--- src/rtl/headlight_lamp_driver.sv ---
// Headlamp driver: soft-ramped PWM gate drive with latched lamp fault.
// Sits between the headlight controller and the lamp FET gate driver.
module headlight_lamp_driver #(
    parameter int RAMP_DIV  = 4,
    parameter int FAULT_CNT = 3
) (
    input  logic       clk,
    input  logic       rst_n,
    input  logic       ignition,
    input  logic       headlights,
    input  logic [7:0] dim_level,
    input  logic       lamp_fault,
    input  logic       fault_clr,
    output logic       lamp_pwm,
    output logic [7:0] lamp_level,
    output logic       ramp_busy,
    output logic       fault,
    output logic [2:0] drv_state
);

    localparam int PW = (RAMP_DIV > 1) ? $clog2(RAMP_DIV) : 1;
    localparam int FW = $clog2(FAULT_CNT + 1);
    localparam logic [PW-1:0] PRE_MAX = PW'(RAMP_DIV - 1);
    localparam logic [FW-1:0] FC_MAX = FW'(FAULT_CNT);

    typedef enum logic [2:0] {
        S_OFF       = 3'd0,
        S_RAMP_UP   = 3'd1,
        S_ON        = 3'd2,
        S_RAMP_DOWN = 3'd3,
        S_FAULT     = 3'd4
    } state_t;

    state_t          state;
    state_t          next_state;
    logic [7:0]      target;
    logic [7:0]      cur;
    logic [7:0]      shadow;
    logic [7:0]      pwm_cnt;
    logic [PW-1:0]   prescaler;
    logic [FW-1:0]   fcnt;
    logic            tick;
    logic            fault_hit;

    assign target    = (ignition && headlights) ? dim_level : 8'd0;
    assign tick      = (prescaler == PRE_MAX);
    assign fault_hit = (fcnt == FC_MAX);

    // State register.
    always_ff @(posedge clk or negedge rst_n) begin
        if (!rst_n) begin
            state <= S_OFF;
        end else begin
            state <= next_state;
        end
    end

    // Next-state logic; a latched fault count overrides everything.
    always_comb begin
        next_state = state;
        unique case (state)
            S_OFF: begin
                if (target != 8'd0) next_state = S_RAMP_UP;
            end
            S_RAMP_UP: begin
                if (cur == target)     next_state = S_ON;
                else if (target < cur) next_state = S_RAMP_DOWN;
            end
            S_ON: begin
                if (target > cur)      next_state = S_RAMP_UP;
                else if (target < cur) next_state = S_RAMP_DOWN;
            end
            S_RAMP_DOWN: begin
                if (cur == target) begin
                    next_state = (target == 8'd0) ? S_OFF : S_ON;
                end else if (target > cur) begin
                    next_state = S_RAMP_UP;
                end
            end
            S_FAULT: begin
                if (fault_clr) next_state = S_OFF;
            end
            default: next_state = S_OFF;
        endcase
        if (state != S_FAULT && fault_hit) next_state = S_FAULT;
    end

    // Free-running ramp prescaler.
    always_ff @(posedge clk or negedge rst_n) begin
        if (!rst_n) begin
            prescaler <= '0;
        end else if (tick) begin
            prescaler <= '0;
        end else begin
            prescaler <= prescaler + 1'b1;
        end
    end

    // Ramped brightness; zeroed on fault entry, guarded at the rails.
    always_ff @(posedge clk or negedge rst_n) begin
        if (!rst_n) begin
            cur <= 8'd0;
        end else if (next_state == S_FAULT) begin
            cur <= 8'd0;
        end else if (tick && state == S_RAMP_UP && cur != 8'hFF) begin
            cur <= cur + 8'd1;
        end else if (tick && state == S_RAMP_DOWN && cur != 8'd0) begin
            cur <= cur - 8'd1;
        end
    end

    // PWM period counter, shadowed duty and registered gate drive.
    always_ff @(posedge clk or negedge rst_n) begin
        if (!rst_n) begin
            pwm_cnt  <= 8'd0;
            shadow   <= 8'd0;
            lamp_pwm <= 1'b0;
        end else begin
            if (pwm_cnt == 8'd254) begin
                pwm_cnt <= 8'd0;
                shadow  <= cur;
            end else begin
                pwm_cnt <= pwm_cnt + 8'd1;
            end
            lamp_pwm <= (pwm_cnt < shadow) && (state != S_FAULT);
        end
    end

    // Consecutive driven-fault counter; undriven cycles are ignored.
    always_ff @(posedge clk or negedge rst_n) begin
        if (!rst_n) begin
            fcnt <= '0;
        end else if (state == S_FAULT && fault_clr) begin
            fcnt <= '0;
        end else if (lamp_pwm) begin
            if (!lamp_fault) begin
                fcnt <= '0;
            end else if (!fault_hit) begin
                fcnt <= fcnt + 1'b1;
            end
        end
    end

    assign lamp_level = cur;
    assign ramp_busy  = (state == S_RAMP_UP) || (state == S_RAMP_DOWN);
    assign fault      = (state == S_FAULT);
    assign drv_state  = state;

endmodule

--- config.mk ---
export PLATFORM = sky130hd
export DESIGN_NAME = headlight_lamp_driver
export DESIGN_NICKNAME = d
export VERILOG_FILES = /design/src/rtl/headlight_lamp_driver.sv
export SDC_FILE = /design/constraint.sdc
export NUM_CORES = 1
export LEC_CHECK = 0
export ABC_AREA = 0
export ABC_CLOCK_PERIOD_IN_PS = 2400
export CAP_MARGIN = 10
export CORE_MARGIN = 1
export CORE_UTILIZATION = 50
export DETAILED_ROUTE_END_ITERATION = 8
export PLACE_DENSITY = 0.82
export SLEW_MARGIN = 20
export SYNTH_ARGS = -nofsm -noshare
export SYNTH_HDL_FRONTEND = slang
export SYNTH_SLANG_ARGS = --single-unit
export TNS_END_PERCENT = 1
--- constraint.sdc ---
create_clock -name clk -period 2.4 [get_ports clk]
set_clock_uncertainty 0.2 [all_clocks]
set_input_delay 0.48 -clock clk [delete_from_list [all_inputs] [get_ports clk]]
set_output_delay 0.48 -clock clk [all_outputs]
set_load 0.005 [all_outputs]
==> results.py <==
metrics = {
    "worst_setup_path": {
        "cp_max_fo": 8,
        "crit_path_max_incr_delay_ps": 370,
        "cp.required_ps": 2380,
        "setup.worst_path.end_class": "flop",
        "cp.arrival_ps": 2490,
        "crit_buf_inv": 0,
        "start_kind": "flop",
        "critical_path.top_delay_family": "simple AND/OR/NAND/NOR gates",
        "crit_path_cell_trace": "ha_2 -> nor4bb_4 -> o21ai_4 -> ha_4 -> or3_4 -> a21oi_4 -> o21ba_4 -> o21ai_2 -> nor3b_2",
        "path_class": "flop to flop",
        "cp_slowest_cell": "or3_4",
    },
    "sta": {
        "timing.final.crit_share_pct": 104.8,
        "hold_viol_final": 0,
        "worstMarginPinSlew_ps": 435.6,
        "drv_slew": 0,
        "rsz0062_at_grt": "true",
        "relSlewSlack_pct": 70.39,
        "period_minus_slack_ps": 2515,
        "setup_viol": 3,
        "fmax_mhz": 397.7,
        "setup_slack_ps": -114.7,
        "hold_slack_ps": 295.5,
    },
    "power_and_ir_drop": {
        "seqPwrFrac_pct": 23.9,
        "switching_share_pct": 36.31,
        "power_density_nw_per_um2": 917.4,
        "p_int_uw": 1758,
        "clockPowerShare_pct": 20.4,
        "p_leak_uw": 0.001374,
        "vdd_ir_drop_max_mv": 0.7673,
        "p_sw_uw": 1002,
        "comb_power_share_pct": 55.6,
    },
    "placement": {
        "gp_congestion": 0.8376,
        "place_area_um2": 2740,
        "hpwl_um": 3859,
        "port_buffers": 27,
        "dp.cells": 344,
        "place_ws_ps": -170.4,
    },
    "clocking": {
        "cts_buffer_depth": 2,
        "cts-root-buf": "clkbuf_8",
        "clkTransAtPathRegs_ps": 60,
        "cts_tree": "yes",
        "ctsHoldBuffers": 0,
        "cts_buffers": 5,
        "clock-sinks": 32,
        "htreeDepth": 2,
        "clk_latency_ps": 290,
    },
    "run_status": {
        "violations": "negative setup slack",
        "status": "finished, violations left",
    },
    "logic_synthesis": {
        "synth-seq-cells": 32,
        "synth.yosys.warnings": 0,
        "avgSynthCellArea_um2": 8.973,
        "synth_ff_type": "dfrtp_1",
        "async_reset_ff_share_pct": 100.0,
        "synth_cells": 239,
        "ys_types": 43,
        "syn_nets": 279,
        "synth-edff-count": 0,
        "yosysSeqAreaShare_pct": 37.34,
        "syn-cell-area_um2": 2145,
    },
    "layout": {
        "nNetsFinal": 344,
        "seqCellArea_um2": 803.3,
        "layout.cells.non_filler": 355,
        "synthToLayoutAreaGrowth_pct": 40.26,
        "multi_input_area_um2": 1413,
        "drive_gt1_share_pct": 24.26,
        "fill_cells": 271,
        "diodes": 0,
        "final_area_um2": 3008,
    },
    "drt": {
        "drt-wirelength-per-cell_um": 15.76,
        "drc": 0,
        "drt_iter0_markers": 109,
        "viasPerCell": 5.637,
        "drt-pass1-iter-count": 4,
        "via_count": 2001,
        "wirelength_um": 5596,
        "postRouteAntennaNets": 0,
    },
    "global_routing": {
        "grt_antenna_before_repair": 0,
        "grt_remaining_overflow": 0,
        "globalRouteTotalUtil_pct": 27.42,
        "grt_pass1_vias": 2015,
        "grt_max_degree": 33,
        "grt_pass1_wl_um": 8983,
    },
    "die": {
        "die_area_um2": 4555,
        "rows": 23,
        "io_pins": 28,
        "die_x_um": 67.49,
        "core_um2": 4058,
        "start_util_pct": 52.85,
        "die_h_um": 67.49,
    },
    "worst_hold_path": {
        "hp-class": "flop to flop",
    },
    "flow_run": {
        "drv_cap": 0,
    },
}
[placed cells by master (no fill, tap or decap), types with 2 or more instances in the layout]
cell             Yosys  routed
o21a_1               2       2
o21bai_1             2       2
nor2b_1              4       3
o21ai_1              1       2
nand4_1              4       4
a21o_1               3       3
inv_1               20      20
nor4_1               3       3
xor2_1               5       5
ha_4                 0       4
xnor2_1              3       3
nor3_2               0       2
a211oi_1             3       2
nor2_1              21      20
or3_1                3       2
dfrtp_2              0       2
nand2_1             21      21
a21oi_1             19      14
o211ai_1             3       3
nand3_1             10      10
and3_1               9       9
nand2b_1             6       5
dfrtp_1             32      30
a21oi_2              0       4
clkbuf_8             0       7
ha_1                25      20
clkdlybuf4s50_1      0      26
buf_4                0      34
a31oi_1              2       2
o21ai_0             16      14
[cell usage after synthesis, drive strengths merged (2+ instances only)]
master	count	area [um2]
or4	2	18.77
dfrtp	32	800.8
inv	20	75.07
nor2b	4	25.02
o21a	2	15.01
nand2	22	85.09
clkbuf	2	7.510
a31oi	2	12.51
a211oi	3	22.52
nor2	21	78.83
o21bai	2	15.01
o211ai	3	22.52
nand4	4	25.02
xnor2	3	26.28
nor3	2	10.01
mux2i	2	23.77
and3	9	56.30
a21oi	19	95.09
nand3	10	50.05
ha	25	312.8
nand2b	6	37.54
o21ai	18	93.84
xor2	5	43.79
or3	3	18.77
a21o	3	22.52
nor4	3	18.77
[routing by layer]
| layer | part of all wire [%] | vias up | track usage [%] |
|---|---|---|---|
| met4 | 3.8 | 0 | 15.16 |
| li1 | - | 971 | - |
| met1 | 43 | 962 | 33.48 |
| met5 | 0 | - | 0 |
| met3 | 4.1 | 18 | 6.588 |
| met2 | 49 | 50 | 44.06 |
[kinds of logic after synthesis]
logic type | Yosys count | share of synthesized area, %
adder cells (fa/ha/maj) | 26 | 15.52
buffers and inverters | 23 | 4.084
AND/OR/NAND/NOR | 90 | 21.41
flip-flops | 32 | 37.34
AO/OA/AOI/OAI | 57 | 16.74
multiplexers | 3 | 1.633
XOR/XNOR | 8 | 3.267
[layout make-up]
| class | instances | area share, % |
|---|---|---|
| clock buffer | 7 | 3.203 |
| timing repair buffer | 61 | 17.55 |
| tap | 50 | 2.080 |
| inverter | 20 | 2.496 |
| multi-input combinational | 184 | 46.96 |
| sequential | 32 | 26.71 |
| clock inverter | 1 | 0.9983 |
[power by group through the flow]
stage	Sequential, uW	Clock (uW)	Combinational, uW
2_1_floorplan	753	0	575
3_3_place_gp	666	0	1240
3_5_place_dp	668	0	1280
4_1_cts	658	572	1420
5_1_grt	667	604	1660
6_report	660	564	1540
[path summary, 6_finish.rpt]
| path | from | end | slack [ps] | cells after the start |
|---|---|---|---|---|
| worst max-delay path | prescaler[0] | lamp_level[7] | -110 | 9 |
| worst min-delay path | prescaler[1] | prescaler[1] | 300 | 1 |
| worst max register to register | prescaler[0] | lamp_level[7] | -110 | 9 |
| worst min register to register | prescaler[1] | prescaler[1] | 300 | 1 |
| max in group asynchronous | rst_n | lamp_level[4] | 1300 | 2 |
| min in group asynchronous | rst_n | pwm_cnt[2] | 390 | 2 |
[registers in the layout, summed over array words and instances, names as in the netlist]
signal / flops
lamp_level: 8
pwm_cnt: 8
shadow: 8
drv_state: 3
fcnt: 2
prescaler: 2
lamp_pwm: 1
[repair_timing]
| item | in CTS | in global routing |
|---|---|---|
| buffers inserted | 2 | 1 |
| gates resized for setup | 14 | 11 |
| pin swaps | 11 | 9 |
| setup endpoints to repair | 5 | 8 |
[stage by stage]
| stage | setup TNS (ps) | utilization [%] | power [uW] |
|---|---|---|---|
| global placement | -275.9 | 67.53 | 1909 |
| global route | -818.5 | 74.13 | 2935 |
| finish | -226.1 | 74.13 | 2759 |
| floorplan | 0 | - | 1328 |
| detailed placement | -614.4 | 67.53 | 1943 |
| CTS | -331.4 | 73.14 | 2649 |
Power figures use the tool's default switching activity.
